**config.mk**
```make
export PLATFORM = sky130hd
export DESIGN_NAME = miriscv_dmem_arbiter
export DESIGN_NICKNAME = d
export VERILOG_FILES = /design/src/rtl/miriscv_dmem_arbiter.sv
export SDC_FILE = /design/constraint.sdc
export NUM_CORES = 1
export LEC_CHECK = 0
export CORE_AREA = 2 2 123 125
export DETAILED_ROUTE_END_ITERATION = 8
export DIE_AREA = 0 0 125 127
export PLACE_DENSITY = 0.74
export SYNTH_ARGS = -nofsm -noshare
export SYNTH_HDL_FRONTEND = slang
export SYNTH_SLANG_ARGS = --single-unit
```
**constraint.sdc**
```tcl
create_clock -name clk_i -period 3.3 [get_ports clk_i]
set_input_delay 0.66 -clock clk_i [delete_from_list [all_inputs] [get_ports clk_i]]
set_output_delay 0.66 -clock clk_i [all_outputs]
set_load 0.005 [all_outputs]
```
**src/rtl/miriscv_dmem_arbiter.sv**
```systemverilog
// miriscv_dmem_arbiter
// Two-master arbiter for one data-RAM port. m0 is the core LSU and m1 is the
// DMA/debug master. The block grants at most one request per cycle and keeps
// an in-order FIFO of owners for the requests the RAM has accepted. Each RAM
// response goes back to the master that owns the FIFO head, one cycle later.
// Optional feature: define ARB_ROUND_ROBIN_EN for round-robin arbitration on
// contention. Without it, m0 always wins contention (fixed priority).
module miriscv_dmem_arbiter #(
    parameter int unsigned MAX_OUTST = 2,
    parameter int unsigned ADDR_W    = 32
) (
    input  logic              clk_i,
    input  logic              arstn_i,
    input  logic              m0_req_i,
    input  logic              m0_we_i,
    input  logic [3:0]        m0_be_i,
    input  logic [ADDR_W-1:0] m0_addr_i,
    input  logic [31:0]       m0_wdata_i,
    output logic              m0_gnt_o,
    output logic              m0_rvalid_o,
    output logic [31:0]       m0_rdata_o,
    input  logic              m1_req_i,
    input  logic              m1_we_i,
    input  logic [3:0]        m1_be_i,
    input  logic [ADDR_W-1:0] m1_addr_i,
    input  logic [31:0]       m1_wdata_i,
    output logic              m1_gnt_o,
    output logic              m1_rvalid_o,
    output logic [31:0]       m1_rdata_o,
    output logic              s_req_o,
    output logic              s_we_o,
    output logic [3:0]        s_be_o,
    output logic [ADDR_W-1:0] s_addr_o,
    output logic [31:0]       s_wdata_o,
    input  logic              s_gnt_i,
    input  logic              s_rvalid_i,
    input  logic [31:0]       s_rdata_i,
    output logic              err_o
);

    localparam int unsigned CNT_W = $clog2(MAX_OUTST + 1);
    localparam int unsigned PTR_W = (MAX_OUTST > 1) ? $clog2(MAX_OUTST) : 1;

    // Owner FIFO pointer advance, wrapping at MAX_OUTST entries.
    function automatic logic [PTR_W-1:0] ptr_inc(input logic [PTR_W-1:0] p);
        logic [PTR_W-1:0] n;
        if (p == PTR_W'(MAX_OUTST - 1)) begin
            n = '0;
        end else begin
            n = p + PTR_W'(1);
        end
        return n;
    endfunction

    // Owner FIFO: a 0 entry means m0, a 1 entry means m1.
    logic [MAX_OUTST-1:0] r_owner;
    logic [PTR_W-1:0]     r_wptr;
    logic [PTR_W-1:0]     r_rptr;
    logic [CNT_W-1:0]     r_count;
    logic                 r_m0_rvalid;
    logic                 r_m1_rvalid;
    logic [31:0]          r_m0_rdata;
    logic [31:0]          r_m1_rdata;
    logic                 r_err;
`ifdef ARB_ROUND_ROBIN_EN
    logic                 r_last_m1;   // 1: the most recent grant went to m1
`endif

    logic w_full;
    logic w_full_eff;
    logic w_empty;
    logic w_elig0;
    logic w_elig1;
    logic w_sel;                       // selected master, 0 = m0, 1 = m1
    logic w_push;
    logic w_pop;
    logic w_head;

    // Eligibility and winner selection. A response that arrives while the FIFO
    // is full frees a slot in the same cycle, so a grant is still allowed.
    always_comb begin
        w_full     = (r_count == CNT_W'(MAX_OUTST));
        w_empty    = (r_count == CNT_W'(0));
        w_full_eff = w_full & ~s_rvalid_i;
        w_elig0    = m0_req_i & ~w_full_eff;
        w_elig1    = m1_req_i & ~w_full_eff;
        w_sel      = 1'b0;
        if (w_elig0 & w_elig1) begin
`ifdef ARB_ROUND_ROBIN_EN
            w_sel = ~r_last_m1;
`else
            w_sel = 1'b0;
`endif
        end else if (w_elig1) begin
            w_sel = 1'b1;
        end else begin
            w_sel = 1'b0;
        end
    end

    // Request path mux, forced to zero while reset is asserted.
    assign s_req_o   = arstn_i & (w_elig0 | w_elig1);
    assign s_we_o    = arstn_i & (w_sel ? m1_we_i : m0_we_i);
    assign s_be_o    = {4{arstn_i}} & (w_sel ? m1_be_i : m0_be_i);
    assign s_addr_o  = {ADDR_W{arstn_i}} & (w_sel ? m1_addr_i : m0_addr_i);
    assign s_wdata_o = {32{arstn_i}} & (w_sel ? m1_wdata_i : m0_wdata_i);

    assign w_push   = s_req_o & s_gnt_i;
    assign w_pop    = s_rvalid_i & ~w_empty;
    assign w_head   = r_owner[r_rptr];
    assign m0_gnt_o = w_push & ~w_sel;
    assign m1_gnt_o = w_push & w_sel;

    // Owner FIFO: push the winner on grant, pop the head on each response.
    always_ff @(posedge clk_i or negedge arstn_i) begin
        if (!arstn_i) begin
            r_owner <= '0;
            r_wptr  <= '0;
            r_rptr  <= '0;
            r_count <= '0;
        end else begin
            if (w_push) begin
                r_owner[r_wptr] <= w_sel;
                r_wptr          <= ptr_inc(r_wptr);
            end
            if (w_pop) begin
                r_rptr <= ptr_inc(r_rptr);
            end
            case ({w_push, w_pop})
                2'b10:   r_count <= r_count + CNT_W'(1);
                2'b01:   r_count <= r_count - CNT_W'(1);
                default: r_count <= r_count;
            endcase
        end
    end

    // Response routing: valid for one cycle, data held until the next response.
    always_ff @(posedge clk_i or negedge arstn_i) begin
        if (!arstn_i) begin
            r_m0_rvalid <= 1'b0;
            r_m1_rvalid <= 1'b0;
            r_m0_rdata  <= 32'h0;
            r_m1_rdata  <= 32'h0;
        end else begin
            r_m0_rvalid <= w_pop & ~w_head;
            r_m1_rvalid <= w_pop & w_head;
            if (w_pop & ~w_head) begin
                r_m0_rdata <= s_rdata_i;
            end
            if (w_pop & w_head) begin
                r_m1_rdata <= s_rdata_i;
            end
        end
    end

    // Sticky error: a RAM response arrived with no outstanding owner.
    always_ff @(posedge clk_i or negedge arstn_i) begin
        if (!arstn_i) begin
            r_err <= 1'b0;
        end else if (s_rvalid_i & w_empty) begin
            r_err <= 1'b1;
        end else begin
            r_err <= r_err;
        end
    end

`ifdef ARB_ROUND_ROBIN_EN
    // Remember the most recent grant winner; starts as "m1 last".
    always_ff @(posedge clk_i or negedge arstn_i) begin
        if (!arstn_i) begin
            r_last_m1 <= 1'b1;
        end else if (w_push) begin
            r_last_m1 <= w_sel;
        end else begin
            r_last_m1 <= r_last_m1;
        end
    end
`endif

    assign m0_rvalid_o = r_m0_rvalid;
    assign m1_rvalid_o = r_m1_rvalid;
    assign m0_rdata_o  = r_m0_rdata;
    assign m1_rdata_o  = r_m1_rdata;
    assign err_o       = r_err;

endmodule

```
* Word-level counts from Yosys, hierarchy flattened
Index checks and enable logic that the tools add are counted.
** Storage, ports and cells
- Bits in registers :: 73
- Latch bits :: 0
- Bits in writable memories :: 0
- Bits in read-only memories :: 0
- Bits of input ports :: 176
- Output and inout bits :: 139
- Logic and storage cells :: 58
- Memories kept :: 0
** Operators by class
- $add $sub $neg :: 4
- Multiply operators :: 0
- Div/mod/pow operators :: 0
- Magnitude comparators :: 3
- Eq/ne operators :: 3
- Shift operators :: 0
- Mux-type cells :: 14
- Bitwise operators :: 22
- Reduce and logical (&&, ||, !) cells :: 3
** Operators by type and width (number)
- $and 32x32->32 :: 2
- $mux 32 :: 2
- $and 1x1->1 :: 13
- $mux 1 :: 8
- $not 1->1 :: 5
- $and 4x4->4 :: 1
- $eq 2x2->1 const B :: 2
- $lt 1x2->1 const B :: 2
- $mux 4 :: 1
- $pmux 2 s2 :: 1
- $add 1x1->1 const B :: 2
- $add 2x1->2 const B :: 1
- $bwmux 2 :: 1
- $eq 2x1->1 const B :: 1
- $logic_not 2->1 :: 1
- $reduce_bool 2->1 :: 1
- $sub 2x1->2 const B :: 1
- $demux 1 s1 :: 1
- $ge 1x1->1 const B :: 1
- $logic_and 1x1->1 :: 1
- $or 1x1->1 :: 1

* Longest topological paths before layout
Gate-level depths: netlist (run 1).
- Depth after elaboration :: 9
- Mapped depth :: 7
- Mapped depth without buffers :: 6

* Worst setup path after synthesis (run 1)
Ideal clock, no wire load.
- Kind :: input-to-output
- Start point :: input port s_rvalid_i
- End point :: output port s_addr_o[29]
- Arrival :: 1526 ps
- Data required time :: 2640 ps
- Slack :: 1114 ps
- Stages on the path :: 6
- Buffers on the path :: 3
- Cell sequence :: or3b_1 > buf_2 > buf_6 > buf_6 > nand3_2 > a21boi_2
** Between the ends
- Word-level cells in the longest chain between the ends :: 8
- Elaborated cells between the ends (all ways) :: 10
- Classes of those cells :: 3 x mux; 7 x bitwise
** Ends and longest elaborated chain
- from (decl) :: line 36 : input logic s_rvalid_i,
- $not 1->1 * :: line 84 : w_full_eff = w_full & ~s_rvalid_i;
- $and 1x1->1 * :: line 84
- $not 1->1 * :: line 85, 86
- $and 1x1->1 (on tied branches) :: line 86, 85
- $mux 1 / $and 1x1->1 (equally long branches) :: line 94, 88
- $mux 1 * :: line 88 : if (w_elig0 & w_elig1) begin
- $mux 32 * :: line 105 : assign s_addr_o = {ADDR_W{arstn_i}} & (w_sel ? m1_addr_i : m0_addr_i);
- $and 32x32->32 * :: line 105
- to (decl) :: line 33 : output logic [ADDR_W-1:0] s_addr_o,
Mark *: on every way between the ends. The rest lies on a longest branch, timed or not.

* Final worst setup path (run 1)
- Start point :: input port m1_req_i
- End point :: output port s_wdata_o[29]
** Between the ends
- Word-level cells in the longest chain between the ends :: 5
- Elaborated cells between the ends (all ways) :: 6
- Classes of those cells :: 3 x mux; 3 x bitwise
** Ends and longest elaborated chain
- from (decl) :: line 22 : input logic m1_req_i,
- $and 1x1->1 * :: line 86 : w_elig1 = m1_req_i & ~w_full_eff;
- $mux 1 / $and 1x1->1 (equally long branches) :: line 94, 88
- $mux 1 * :: line 88
- $mux 32 * :: line 106 : assign s_wdata_o = {32{arstn_i}} & (w_sel ? m1_wdata_i : m0_wdata_i);
- $and 32x32->32 * :: line 106
- to (decl) :: line 34 : output logic [31:0] s_wdata_o,
Marked as above.

==> results of run 1 <==
cells by family (layout without fill, tap and decap cells):
kind of cell	Yosys count	after routing	share of synthesized area, %
AO/OA/AOI/OAI	142	142	21.6
multiplexers	67	67	17.5
flip-flops	73	73	42.4
XOR/XNOR	5	5	1.02
buffers and inverters	47	360	6.01
adder cells (fa/ha/maj)	1	1	0.290
AND/OR/NAND/NOR	84	84	11.2
critical path, cell delays in order:
cell and delay (ns):
clkdlybuf4s50_1 0.48, buf_4 0.13, nand2b_2 0.08, buf_6 0.18
o21ai_0 0.30, a21boi_1 0.12, buf_4 0.15, clkdlybuf4s50_1 0.43
routing by layer:
| metal | wire length, um | vias to the layer above |
|---|---|---|
| met5 | 0 | - |
| met4 | 387 | 0 |
| met3 | 1720 | 27 |
| met2 | 8200 | 290 |
| met1 | 7090 | 2185 |
| li1 | - | 2133 |
Yosys cell counts (all sizes together), types with 2 or more instances:
master,instances,area [sq um]
o21ai,71,359
a21boi,69,556
nor3,2,10.0
xnor2,4,35.0
mux2,66,743
inv,2,7.51
nand3,69,395
buf,29,191
nor3b,2,20.0
nor2,6,25.0
clkbuf,16,60.1
dfrtp,73,1830
nand2b,2,12.5
power groups by stage:
stage / Clock [mW] / Sequential [mW] / Combinational [mW]
after floorplan: 0 / 1.62 / 1.03
after global placement: 0 / 1.58 / 2.49
after detailed placement: 0 / 1.62 / 2.53
after CTS: 0.999 / 1.62 / 2.55
after global routing: 1.03 / 1.67 / 2.77
final: 0.974 / 1.61 / 2.59
through the flow:
stage / instance area, sq um / instances / util, % / hold slack [ns]
CTS: 8000 / 911 / 55.5 / 0.313
detailed placement: 7690 / 895 / 53.3 / 0.467
floorplan: 4310 / 419 / - / 0.364
global placement: 7690 / 895 / 53.3 / 0.441
global route: 8090 / 916 / 56.1 / 0.327
finish: 8090 / 916 / 56.1 / 0.313
how the worst max path moves through the flow:
stage	startpoint	slack, ns	endpoint
finish	m1_req_i	0.10	s_wdata_o[29]
floorplan	s_rvalid_i	1.11	s_addr_o[29]
detailed placement	m0_req_i	-0.04	s_wdata_o[29]
global route	m1_req_i	0.01	s_wdata_o[29]
CTS	m0_req_i	0.0006	s_wdata_o[24]
global placement	s_rvalid_i	-0.02	s_wdata_o[12]
registers in the layout, indices dropped and copies added (netlist names):
register / count
err_o: 1
m0_rdata_o: 32
m0_rvalid_o: 1
m1_rdata_o: 32
m1_rvalid_o: 1
r_count: 2
r_owner: 2
r_rptr: 1
r_wptr: 1
what timing repair did:
item	4_1_cts	5_1_grt
endpoints found under the setup margin	3	43
gates cloned	0	2
pin swaps	0	2
gates resized for setup	4	8
buffers inserted	0	3
cell type report:
type	count	area [sq um]
Clock buffer	11	253
Clock inverter	5	53.8
Fill cell	1202	6340
Inverter	2	7.51
Multi-Input combinational cell	299	2240
Sequential cell	73	1830
Tap cell	184	230
Timing Repair Buffer	342	3470
==> out/qor.csv, run 1 <==
stage,metric,value,unit
setup_path,crit_type,in2out,
sta,fin_crit,3.20,ns
sta,fin_ws,0.104,ns
run_status,status,"finished, final reports clean",
floorplan,design.core.area,0.0144,sq mm
global_route,use_met1,26.5,%
clocking,cts-root-buf,clkbuf_16,
global_route,grt-ovfl-total,0,
setup_path,worstSetupStartpointType,input port,
power,clkPwrFrac,18.8,%
floorplan,io_pins,315,
power,seqPwrFrac,31.2,%
sta,finalHoldViolCount,0,
routing,drt.antenna.violating_nets,0,
floorplan,start_util,29.9,%
synthesis,synthFlopType,dfrtp_1,
clocking,clkSinkCount,73,
place,place.gp.congestion,0.904,
global_route,grt_max_degree,55,
power,comb_power_share,50.0,%
place,portBuffers,314,
global_route,antenna_found_initial,0,
routing,drt_iter0_drc,269,
clocking,tritoncts,built,
routing,firstDrtPassIters,5,
sta,worst_pin_slew,0.663,ns
synthesis,synth_seq_cells,73,
layout,drive_gt1_share,18.9,%
place,dp_worst_setup_slack,-0.0423,ns
setup_path,critPathRequiredTime,2.64,ns
global_route,use_met2,34.2,%
setup_path,reg2reg_to,r_count[1],
sta,rsz0062_at_grt,false,
setup_path,end_kind,output port,
power,p_per_area,639,mW/mm^2
floorplan,dieWidth,125,um
global_route,top_usage_layer,met2,
synthesis,synth_seq_area_share,42.4,%
global_route,grt_usage,20.8,%
layout,final_cell_mix,"309 x clkdlybuf4s50_1, 73 x dfrtp_1, 70 x o21ai_0",
floorplan,die-area,0.0159,sq mm
setup_path,critical_path_arrival,2.54,ns
clocking,clock_path_buffers,2,
global_route,grt_pass1_vias,4843,
sta,fin_crit_sh,96.8,%
clocking,clk_latency,0.33,ns
layout,n_antenna_cell,0,
place,place_hpwl,12.7,mm
setup_path,path_max_fanout,22,
global_route,use_met3,5.99,%
power,leakagePower,3.12,nW
routing,via_count,4635,
synthesis,avgSynthCellArea,10.3,sq um
layout,syn2layout_area_growth,87.7,%
clocking,ctsHoldBuffers,0,
routing,post_drt_wl_per_cell,19.0,um
power,p_switching,1.54,mW
routing,finalWirelength,17.4,mm
job,max_cap_viol_count,0,
min_path,worstHoldPathType,in2async,
synthesis,ys_types,30,
power,intPower,3.64,mW
clocking,ctsHtreeMaxLevel,3,
power,swShare,29.7,%
synthesis,syn_nets,596,
setup_path,regToRegStartpoint,r_count[0],
layout,final_nets,904,
sta,fmax,313,MHz
sta,slew_viol_final,0,
layout,layout_commonest_cell,clkdlybuf4s50_1,
synthesis,postSynthCellCount,419,
global_route,grt_pass1_wl,26.6,mm
setup_path,r2r_slack,1.39,ns
floorplan,num_rows,44,
synthesis,async_flop_share,100,%
floorplan,die_height,127,um
power,power,5.17,mW
routing,drc,0,
clocking,cts_inserted_buffers,9,
clocking,worst_setup_hold_path_clk_slew,0.05,ns
sta,tns,0,ns
synthesis,synth_area,0.00431,sq mm
sta,finClkSkew,0.00699,ns
synthesis,yosysWarnings,0,
power,ir_drop,0.000548,V
sta,slew-limit-headroom,55.8,%
routing,drt-vias-per-instance,5.06,
sta,setup_viol,0,
setup_path,r2r_cells,7,
synthesis,synth-edff-count,0,
Power figures use the tool's default switching activity.
==> inputs of run 2 (changes only) <==
--- a/config.mk
+++ b/config.mk
@@ -5,10 +5,13 @@
 export SDC_FILE = /design/constraint.sdc
 export NUM_CORES = 1
 export LEC_CHECK = 0
-export CORE_AREA = 2 2 123 125
+export CELL_PAD_IN_SITES_DETAIL_PLACEMENT = 0
+export CELL_PAD_IN_SITES_GLOBAL_PLACEMENT = 2
+export CORE_ASPECT_RATIO = 2
+export CORE_UTILIZATION = 17
+export CTS_CLUSTER_DIAMETER = 30
 export DETAILED_ROUTE_END_ITERATION = 8
-export DIE_AREA = 0 0 125 127
-export PLACE_DENSITY = 0.74
+export PLACE_DENSITY = 0.81
 export SYNTH_ARGS = -nofsm -noshare
 export SYNTH_HDL_FRONTEND = slang
 export SYNTH_SLANG_ARGS = --single-unit
==> constraint.sdc (replaced) <==
create_clock -name clk_i -period 2.7 [get_ports clk_i]
set_input_delay 0.54 -clock clk_i [delete_from_list [all_inputs] [get_ports clk_i]]
set_output_delay 0.54 -clock clk_i [all_outputs]
set_load 0.005 [all_outputs]
==> out/qor.csv, run 2 (synthesized netlist as in run 1, its figures left out) <==
stage,metric,value,unit,change
setup_path,crit_type,in2out,,
sta,slew_viol_final,0,,unchanged
setup_path,critical_path_arrival,2.10,ns,-0.44 ns
global_route,antenna_found_initial,1,,+1
power,seqPwrFrac,29.6,%,-1.6 points
sta,finalHoldViolCount,0,,unchanged
setup_path,end_kind,output port,,
setup_path,cp_num_buf_inv,5,,unchanged
routing,firstDrtPassIters,4,,-1
floorplan,start_util,17.3,%,-13 points
setup_path,cpMaxStageDelayCell,clkdlybuf4s50_1,,
sta,rsz0062_at_grt,true,,
routing,drc,0,,unchanged
clocking,cts-root-buf,clkbuf_16,,
routing,via_count,4557,,-1.7%
routing,finalWirelength,19.4,mm,+12%
job,max_cap_viol_count,0,,unchanged
setup_path,critPathMaxStageDelay,0.48,ns,about the same
place,post_dp_cell_area,0.00820,sq mm,+6.6%
sta,finClkSkew,0.00611,ns,-0.000879 ns
floorplan,design.core.area,0.0249,sq mm,+73%
floorplan,dieWidth,115,um,-8.3%
place,dp_worst_setup_slack,-0.322,ns,-0.280 ns
layout,final_cell_mix,"240 x clkdlybuf4s50_1, 73 x dfrtp_1, 66 x mux2_2",,
setup_path,crit_family,buffers and inverters,,
power,power,6.52,mW,+26%
layout,instances_no_fill,1105,,+21%
layout,fin_area,0.00865,sq mm,+7.0%
sta,setup_viol,0,,unchanged
setup_path,reg2reg_to,r_count[1],,
place,post-place-cells,1075,,+20%
place,place_hpwl,14.6,mm,+15%
layout,fin_util,34.7,%,-21 points
setup_path,crit_chain,clkdlybuf4s50_1 -> buf_4 -> nand2b_4 -> buf_12 -> buf_4 -> o21ai_0 -> a21boi_0 -> dlygate4sd2_1,,
power,intPower,4.59,mW,+26%
setup_path,regToRegStartpoint,r_count[0],,
power,ir_drop,0.000526,V,-3.9%
layout,layout_commonest_cell,clkdlybuf4s50_1,,
global_route,grt_pass1_wl,27.6,mm,+3.7%
setup_path,r2r_cells,7,,unchanged
setup_path,r2r_slack,0.83,ns,-0.56 ns
setup_path,worstSetupStartpointType,input port,,
routing,drt_iter0_drc,178,,-34%
power,clkPwrFrac,19.7,%,+0.9 points
place,portBuffers,314,,unchanged
global_route,grt-ovfl-total,0,,unchanged
sta,fin_crit,2.64,ns,
clocking,cts_inserted_buffers,9,,unchanged
global_route,grt_pass1_vias,4658,,-3.8%
place,place.gp.congestion,0.847,,-6.3%
run_status,status,"finished, final reports clean",,
power,p_per_area,753,mW/mm^2,+18%
power,p_switching,1.93,mW,+25%
setup_path,critPathRequiredTime,2.16,ns,-0.48 ns
sta,worst_pin_slew,0.480,ns,-0.183 ns
floorplan,io_pins,315,,unchanged
clocking,worst_setup_hold_path_clk_slew,0.06,ns,about the same
clocking,ctsHtreeMaxLevel,3,,unchanged
setup_path,path_common_cell,buf_4,,
layout,drive_gt1_share,23.4,%,+4.6 points
layout,syn2layout_area_growth,101,%,
setup_path,path_max_fanout,18,,-18%
routing,drt-vias-per-instance,4.12,,-18%
floorplan,die-area,0.0260,sq mm,+64%
sta,hold_ws,0.0718,ns,-0.241 ns
min_path,worstHoldPathType,in2async,,
power,leakagePower,3.65,nW,+17%
routing,post_drt_wl_per_cell,17.6,um,-7.5%
sta,fin_crit_sh,97.7,%,
clocking,tritoncts,built,,
floorplan,die_height,227,um,+79%
sta,tns,0,ns,unchanged
clocking,clk_latency,0.33,ns,about the same
clocking,clock_path_buffers,2,,unchanged
global_route,grt_usage,14.3,%,-6.5 points
global_route,grt_max_degree,44,,-20%
sta,slew-limit-headroom,68.0,%,+12 points
sta,fmax,379,MHz,
power,comb_power_share,50.7,%,+0.7 points
layout,final_nets,940,,+4.0%
clocking,clkSinkCount,73,,unchanged
power,swShare,29.6,%,-0.14 points
routing,drt.antenna.violating_nets,0,,unchanged
floorplan,num_rows,82,,+86%
sta,fin_ws,0.0626,ns,-0.0417 ns
run 2: changes by cell type in the layout (fill, tap and decap cells not counted), sizes merged:
cell,delta
clkdlybuf4s50,-69
dlygate4sd2,+53
buf,+36
dlymetal6s2s,+7
clkbuf,+4
clkinv,-4
clkdlybuf4s15,+3
clkinvlp,+3
bufbuf,+1
bufinv,+1
diode,+1
inv,+1
run 2: power by group through the flow:
stage	registers, mW	clock network, mW	logic [mW]
finish	1.93	1.28	3.31
global route	2.01	1.36	3.56
CTS	1.94	1.33	3.36
detailed placement	1.94	0	3.34
global placement	1.92	0	3.33
floorplan	1.98	0	1.26
run 2: layout make-up:
| cell class | count | area [sq um] |
|---|---|---|
| Inverter | 2 | 7.51 |
| Multi-Input combinational cell | 299 | 2260 |
| Antenna cell | 1 | 2.50 |
| Tap cell | 336 | 420 |
| Sequential cell | 73 | 1830 |
| Timing Repair Buffer | 378 | 3820 |
| Fill cell | 2576 | 16300 |
| Clock inverter | 6 | 91.3 |
| Clock buffer | 10 | 229 |
run 2: repair_timing:
| action | 4_1_cts | 5_1_grt |
|---|---|---|
| endpoints found under the setup margin | 72 | 19 |
| pin swaps | 1 | 2 |
| resized for setup | 78 | 40 |
| cloned | 2 | 1 |
| setup buffers | 2 | 8 |
| hold buffers | 0 | 0 |
run 2: layer usage:
layer | share of wire, % | GRT usage, % | routed length (um)
met1 | 33 | 13.9 | 6410
met2 | 60 | 29.2 | 11600
met3 | 5.8 | 2.80 | 1130
met4 | 1.6 | 4.52 | 309
met5 | 0 | 0 | 0
run 2: how the worst max path moves through the flow:
stage                     startpoint            end  slack (ns)  cells past startpoint
after CTS                   m1_req_i    s_addr_o[3]       -0.17                      7
after detailed placement  s_rvalid_i   s_addr_o[27]       -0.32                      7
final                       m1_req_i    s_addr_o[7]        0.06                      8
after global routing      s_rvalid_i  s_wdata_o[18]       -0.02                      9
after floorplan           s_rvalid_i   s_addr_o[29]        0.75                      6
after global placement      m0_req_i  s_wdata_o[11]       -0.30                      7
